### src/rtl/ship_pkg.sv
// Shared constants, state encoding and position helper for the player ship.
package ship_pkg;

  // Ship life-cycle states, shared with anything that decodes ship status.
  typedef enum logic [1:0] {
    ALIVE   = 2'd0,
    DEAD    = 2'd1,
    RESPAWN = 2'd2,
    OVER    = 2'd3
  } ship_state_t;

  // Sprite and screen geometry, also used by the ship draw stage.
  localparam int SHIP_W    = 48;
  localparam int SHIP_H    = 64;
  localparam int SHIP_YPOS = 680;
  localparam int SCREEN_W  = 1024;

  // One frame of horizontal motion with saturation at both edges.
  // The left-edge compare happens before the subtraction so the 11-bit
  // value can never wrap below xmin.
  function automatic logic [10:0] step_x(
    input logic [10:0] x,
    input logic        mv_left,
    input logic        mv_right,
    input logic [10:0] spd,
    input logic [10:0] xmin,
    input logic [10:0] xmax
  );
    logic [10:0] res;
    res = x;
    if (mv_left && !mv_right) begin
      res = (x < xmin + spd) ? xmin : x - spd;
    end else if (mv_right && !mv_left) begin
      res = (x > xmax - spd) ? xmax : x + spd;
    end
    return res;
  endfunction

endpackage

### src/rtl/frame_tick.sv
// Vertical-blank rising-edge detector producing a one-cycle frame tick.
// Reused by every per-frame controller (ship, enemies, bullets).
module frame_tick (
  input  logic pclk,
  input  logic rst_n,
  input  logic vblnk_in,
  output logic tick
);

  logic vblnk_d_reg;

  // Delay vblank by one cycle so its rising edge can be detected.
  always_ff @(posedge pclk or negedge rst_n) begin
    if (!rst_n) begin
      vblnk_d_reg <= 1'b0;
    end else begin
      vblnk_d_reg <= vblnk_in;
    end
  end

  assign tick = vblnk_in & ~vblnk_d_reg;

endmodule

### src/rtl/ship_ctl.sv
// Player ship controller: frame-synchronous x motion and the
// alive / dead / respawn-blink / game-over life cycle.
module ship_ctl
  import ship_pkg::*;
#(
  parameter int XMIN           = 0,
  parameter int XMAX           = SCREEN_W - SHIP_W,
  parameter int START_X        = 488,
  parameter int SPEED          = 4,
  parameter int LIVES          = 3,
  parameter int DEAD_FRAMES    = 60,
  parameter int RESPAWN_FRAMES = 120,
  parameter int BLINK_LOG2     = 3
) (
  input  logic        pclk,
  input  logic        rst_n,
  input  logic        vblnk_in,
  input  logic        left,
  input  logic        right,
  input  logic        hit,
  input  logic        restart,
  output logic [10:0] xpos,
  output logic        dead_ship,
  output logic [3:0]  lives,
  output logic        invuln,
  output logic        game_over
);

  localparam logic [10:0] XMIN_C  = 11'(XMIN);
  localparam logic [10:0] XMAX_C  = 11'(XMAX);
  localparam logic [10:0] START_C = 11'(START_X);
  localparam logic [10:0] SPEED_C = 11'(SPEED);
  localparam logic [3:0]  LIVES_C = 4'(LIVES);
  localparam logic [7:0]  DEAD_LAST    = 8'(DEAD_FRAMES - 1);
  localparam logic [7:0]  RESPAWN_LAST = 8'(RESPAWN_FRAMES - 1);

  logic        tick;
  ship_state_t state_reg, state_next;
  logic [10:0] xpos_reg, xpos_next;
  logic [3:0]  lives_reg, lives_next;
  logic [7:0]  cnt_reg, cnt_next;
  logic        dead_ship_reg, dead_ship_next;
  logic        invuln_reg, invuln_next;
  logic        game_over_reg, game_over_next;

  frame_tick u_frame_tick (
    .pclk     (pclk),
    .rst_n    (rst_n),
    .vblnk_in (vblnk_in),
    .tick     (tick)
  );

  // State, datapath and registered outputs.
  always_ff @(posedge pclk or negedge rst_n) begin
    if (!rst_n) begin
      state_reg     <= ALIVE;
      xpos_reg      <= START_C;
      lives_reg     <= LIVES_C;
      cnt_reg       <= 8'd0;
      dead_ship_reg <= 1'b0;
      invuln_reg    <= 1'b0;
      game_over_reg <= 1'b0;
    end else begin
      state_reg     <= state_next;
      xpos_reg      <= xpos_next;
      lives_reg     <= lives_next;
      cnt_reg       <= cnt_next;
      dead_ship_reg <= dead_ship_next;
      invuln_reg    <= invuln_next;
      game_over_reg <= game_over_next;
    end
  end

  // Next-state, position, lives, frame counter, and output decode of the
  // upcoming state so every output is registered with one cycle of latency.
  always_comb begin
    state_next     = state_reg;
    xpos_next      = xpos_reg;
    lives_next     = lives_reg;
    cnt_next       = cnt_reg;
    dead_ship_next = 1'b0;
    invuln_next    = 1'b0;
    game_over_next = 1'b0;

    if (restart) begin
      // Restart wins over hit and tick arriving in the same cycle.
      state_next = ALIVE;
      lives_next = LIVES_C;
      xpos_next  = START_C;
      cnt_next   = 8'd0;
    end else begin
      case (state_reg)
        ALIVE: begin
          if (hit) begin
            // A hit freezes the ship where it was struck.
            state_next = DEAD;
            lives_next = lives_reg - 4'd1;
            cnt_next   = 8'd0;
          end else if (tick) begin
            xpos_next = step_x(xpos_reg, left, right, SPEED_C, XMIN_C, XMAX_C);
          end
        end
        DEAD: begin
          if (tick) begin
            if (cnt_reg == DEAD_LAST) begin
              if (lives_reg == 4'd0) begin
                state_next = OVER;
              end else begin
                state_next = RESPAWN;
                xpos_next  = START_C;
                cnt_next   = 8'd0;
              end
            end else begin
              cnt_next = cnt_reg + 8'd1;
            end
          end
        end
        RESPAWN: begin
          // Hits are ignored here; the player may still steer.
          if (tick) begin
            xpos_next = step_x(xpos_reg, left, right, SPEED_C, XMIN_C, XMAX_C);
            if (cnt_reg == RESPAWN_LAST) begin
              state_next = ALIVE;
              cnt_next   = 8'd0;
            end else begin
              cnt_next = cnt_reg + 8'd1;
            end
          end
        end
        OVER: begin
          state_next = OVER;
        end
        default: begin
          state_next = ALIVE;
        end
      endcase
    end

    case (state_next)
      DEAD: begin
        dead_ship_next = 1'b1;
      end
      RESPAWN: begin
        invuln_next    = 1'b1;
        dead_ship_next = cnt_next[BLINK_LOG2];
      end
      OVER: begin
        dead_ship_next = 1'b1;
        game_over_next = 1'b1;
      end
      default: begin
        dead_ship_next = 1'b0;
      end
    endcase
  end

  assign xpos      = xpos_reg;
  assign lives     = lives_reg;
  assign dead_ship = dead_ship_reg;
  assign invuln    = invuln_reg;
  assign game_over = game_over_reg;

endmodule

### config.mk
export PLATFORM = sky130hd
export DESIGN_NAME = ship_ctl
export DESIGN_NICKNAME = d
export VERILOG_FILES = /design/src/rtl/ship_pkg.sv /design/src/rtl/frame_tick.sv /design/src/rtl/ship_ctl.sv
export SDC_FILE = /design/constraint.sdc
export NUM_CORES = 1
export LEC_CHECK = 0
export BUFFER_PORTS_ARGS = -buffer_cell sky130_fd_sc_hd__buf_4
export CAP_MARGIN = 5
export CORE_MARGIN = 8
export CORE_UTILIZATION = 29
export DETAILED_ROUTE_END_ITERATION = 7
export PLACE_DENSITY = 0.56
export SLEW_MARGIN = 20
export SYNTH_ARGS = -nofsm -noshare
export SYNTH_HDL_FRONTEND = slang
export SYNTH_SLANG_ARGS = --single-unit
### constraint.sdc
create_clock -name pclk -period 2.3 [get_ports pclk]
set_clock_uncertainty 0.2 [all_clocks]
set_input_delay 0.23 -clock pclk [delete_from_list [all_inputs] [get_ports pclk]]
set_output_delay 0.23 -clock pclk [all_outputs]
set_load 0.05 [all_outputs]
==> metrics.txt <==
number of synthesized flops with an enable pin 0; commonest non-fill, non-tap cells in the layout 45 x buf_4, 19 x nand2_1, 19 x dfrtp_1; pwr/cell area 422 nW/um^2; vias in the first global route 1854; Crit Path Category register to register; critical path capture point type register; total of max-cap violations 0; Synth warnings 0; post-DP HPWL 3960 um; clock latency on the worst-skew pair between 0.2 and 0.3 ns; crit path DAT approximately 2.2 ns; largest stage delay on the critical path approximately 0.52 ns; core area 6720 sq um; antenna violations before repair 0; CTS Root Cell clkbuf_8; CP startpoint kind register; RSZ-0062 raised after global routing false; Max IR drop VDD 0.000263 V; I/O pin cnt 25; Leakage approximately 1.1 nW; drt first pass iters 4; die width 98.9 um; final setup vio count 0; critical path, cell by cell inv_4, ha_4, or3b_4, or3b_4, mux2i_1, o22a_1, o22ai_1; max reg flops 9; pre-CTS setup slack 0.0446 ns; nets 294; period utilization 95.6%; r2r startpoint xpos[2]; pin count of the biggest net entering global routing 28; Syn Area/Cell around 8.6 sq um; #FFs+latches synth 27; Hold Crit Start hit; Setup crit start xpos[2]; DR vias 1919; Crit path top cell by count or3b_4; grt total ovfl 0; die span in y 98.9 um; Routed WL 5370 um; Fillers 684; Worst path slowest cell dfrtp_4; clock sink count 27; HP Class primary input to register; DRT antenna net count 0; Post-Syn Instances 231; ant diodes 0; die area 9770 sq um; slack of the critical path 0.102 ns; Placer Congestion 0.872; Primary FF master, synth dfrtp_1; routed len/inst approximately 15 um; num rows 30; vias per cell 5.39; first-pass GRT wire length 9170 um; TritonCTS clock tree built; synthesized area between 1500 and 2000 sq um; Synth cell types 63; Worst-path clk slew 0.11 ns; port bufs 22; DRC 0; Worst Path Required 2.27 ns; starting density of the core just under 30%; FMAX 455 MHz; fin. max-slew vios 0; hold_ws 0.112 ns; GRT Total Usage 11.2%; status completed; asr flop ratio synth 100%; Inserted Clock Buffers 3; post-layout min period 2.20 ns; sequential element share of the synthesized area around a third; Iteration-0 DRC Markers 158; Final Hold Fails 0; CTS H-tree depth 1; Area growth syn-to-layout 28.1%; critical-path maximum fanout 5; layout cell share with drive strength beyond 1 roughly 29%; most common cell after layout, fill and taps aside buf_4; largest buffer count on any clock path 2
path summary, 6_finish.rpt:
check | to | slack (ns) | cells past startpoint
max | xpos[10] | 0.10 | 7
min | lives[2] | 0.11 | 4
max reg2reg | xpos[10] | 0.10 | 7
min reg2reg | cnt_reg[7] | 0.29 | 1
max in group asynchronous | xpos[8] | 1.39 | 2
min in group asynchronous | cnt_reg[0] | 0.19 | 2
synthesized netlist by cell type, drive strengths merged, types with 3 or more instances:
library cell	count	area (sq um)
o211ai	3	22.5
or4	3	26.3
a21oi	17	92.6
ha	10	125
inv	15	56.3
nor2	12	45.0
a21o	3	22.5
nand2b	7	43.8
nor3	11	55.1
nand3b	3	22.5
or3b	3	26.3
dfstp	7	184
buf	4	31.3
nand2	19	71.3
a211oi	5	37.5
a31oi	3	18.8
or3	3	18.8
o21ai	14	70.1
nand4	5	31.3
xnor2	4	35.0
clkbuf	5	18.8
dfrtp	20	500
nand3	13	65.1
cell families (layout without fill, tap and decap cells):
group | count (synthesis) | count (layout) | share of synthesized area, %
other | 1 | 2 | 0.188
AOI/OAI and AO/OA | 68 | 69 | 23.6
and+or+nand+nor | 94 | 94 | 27.0
xor gates and xnor gates | 5 | 5 | 2.20
adders and majority gates | 10 | 10 | 6.29
muxes | 2 | 2 | 1.01
DFF | 27 | 27 | 34.4
buffers and inverters | 24 | 67 | 5.34
timing repair:
item,in CTS,in global routing
setup endpoints to repair,0,15
hold buffers,3,0
hold endpoints to repair,31,0
setup buffers,0,3
gates resized for setup,0,18
worst max-delay path, delay by kind of cell (launching register included):
kind | cells | cell delay, ns
AOI/OAI and AO/OA | 2 | 0.20
adders and majority gates | 1 | 0.15
buffers and inverters | 1 | 0.07
DFF | 1 | 0.52
muxes | 1 | 0.17
and+or+nand+nor | 2 | 0.78
area by class of cell:
| type | count | area, sq um | area share, % |
|---|---|---|---|
| tap | 80 | 100 | 3.93 |
| clock buffer | 3 | 41.3 | 1.62 |
| timing repair buffer | 48 | 368 | 14.4 |
| clock inverter | 1 | 7.51 | 0.294 |
| inverter | 15 | 58.8 | 2.31 |
| sequential | 27 | 688 | 27.0 |
| multi-input combinational | 182 | 1290 | 50.4 |
where the power goes:
part           switching (W)  internal, W
combinational       0.000166     0.000103
clock               0.000176     0.000124
sequential         0.0000143     0.000492
total               0.000357     0.000719
metrics by stage:
stage | std cells | total power (W) | TNS (ns) | utilization (%) | area, sq um
after floorplan | 232 | 0.000668 | -0.00430 | - | 2020
after global placement | 345 | 0.000757 | 0 | 35.5 | 2380
after detailed placement | 345 | 0.000758 | 0 | 35.5 | 2380
after CTS | 352 | 0.00107 | 0 | 36.6 | 2460
after global routing | 356 | 0.00114 | 0 | 38.0 | 2550
final | 356 | 0.00108 | 0 | 38.0 | 2550
per-layer routing:
layer,routed length (um),global-route usage [%],vias up,part of all wire (%)
met5,0,0,-,0
met3,282,2.11,6,5.3
met2,2400,16.6,48,45
li1,-,-,957,-
met4,91,4.37,0,1.7
met1,2590,15.4,908,48
Note: power is estimated with default switching activity, not from simulation.
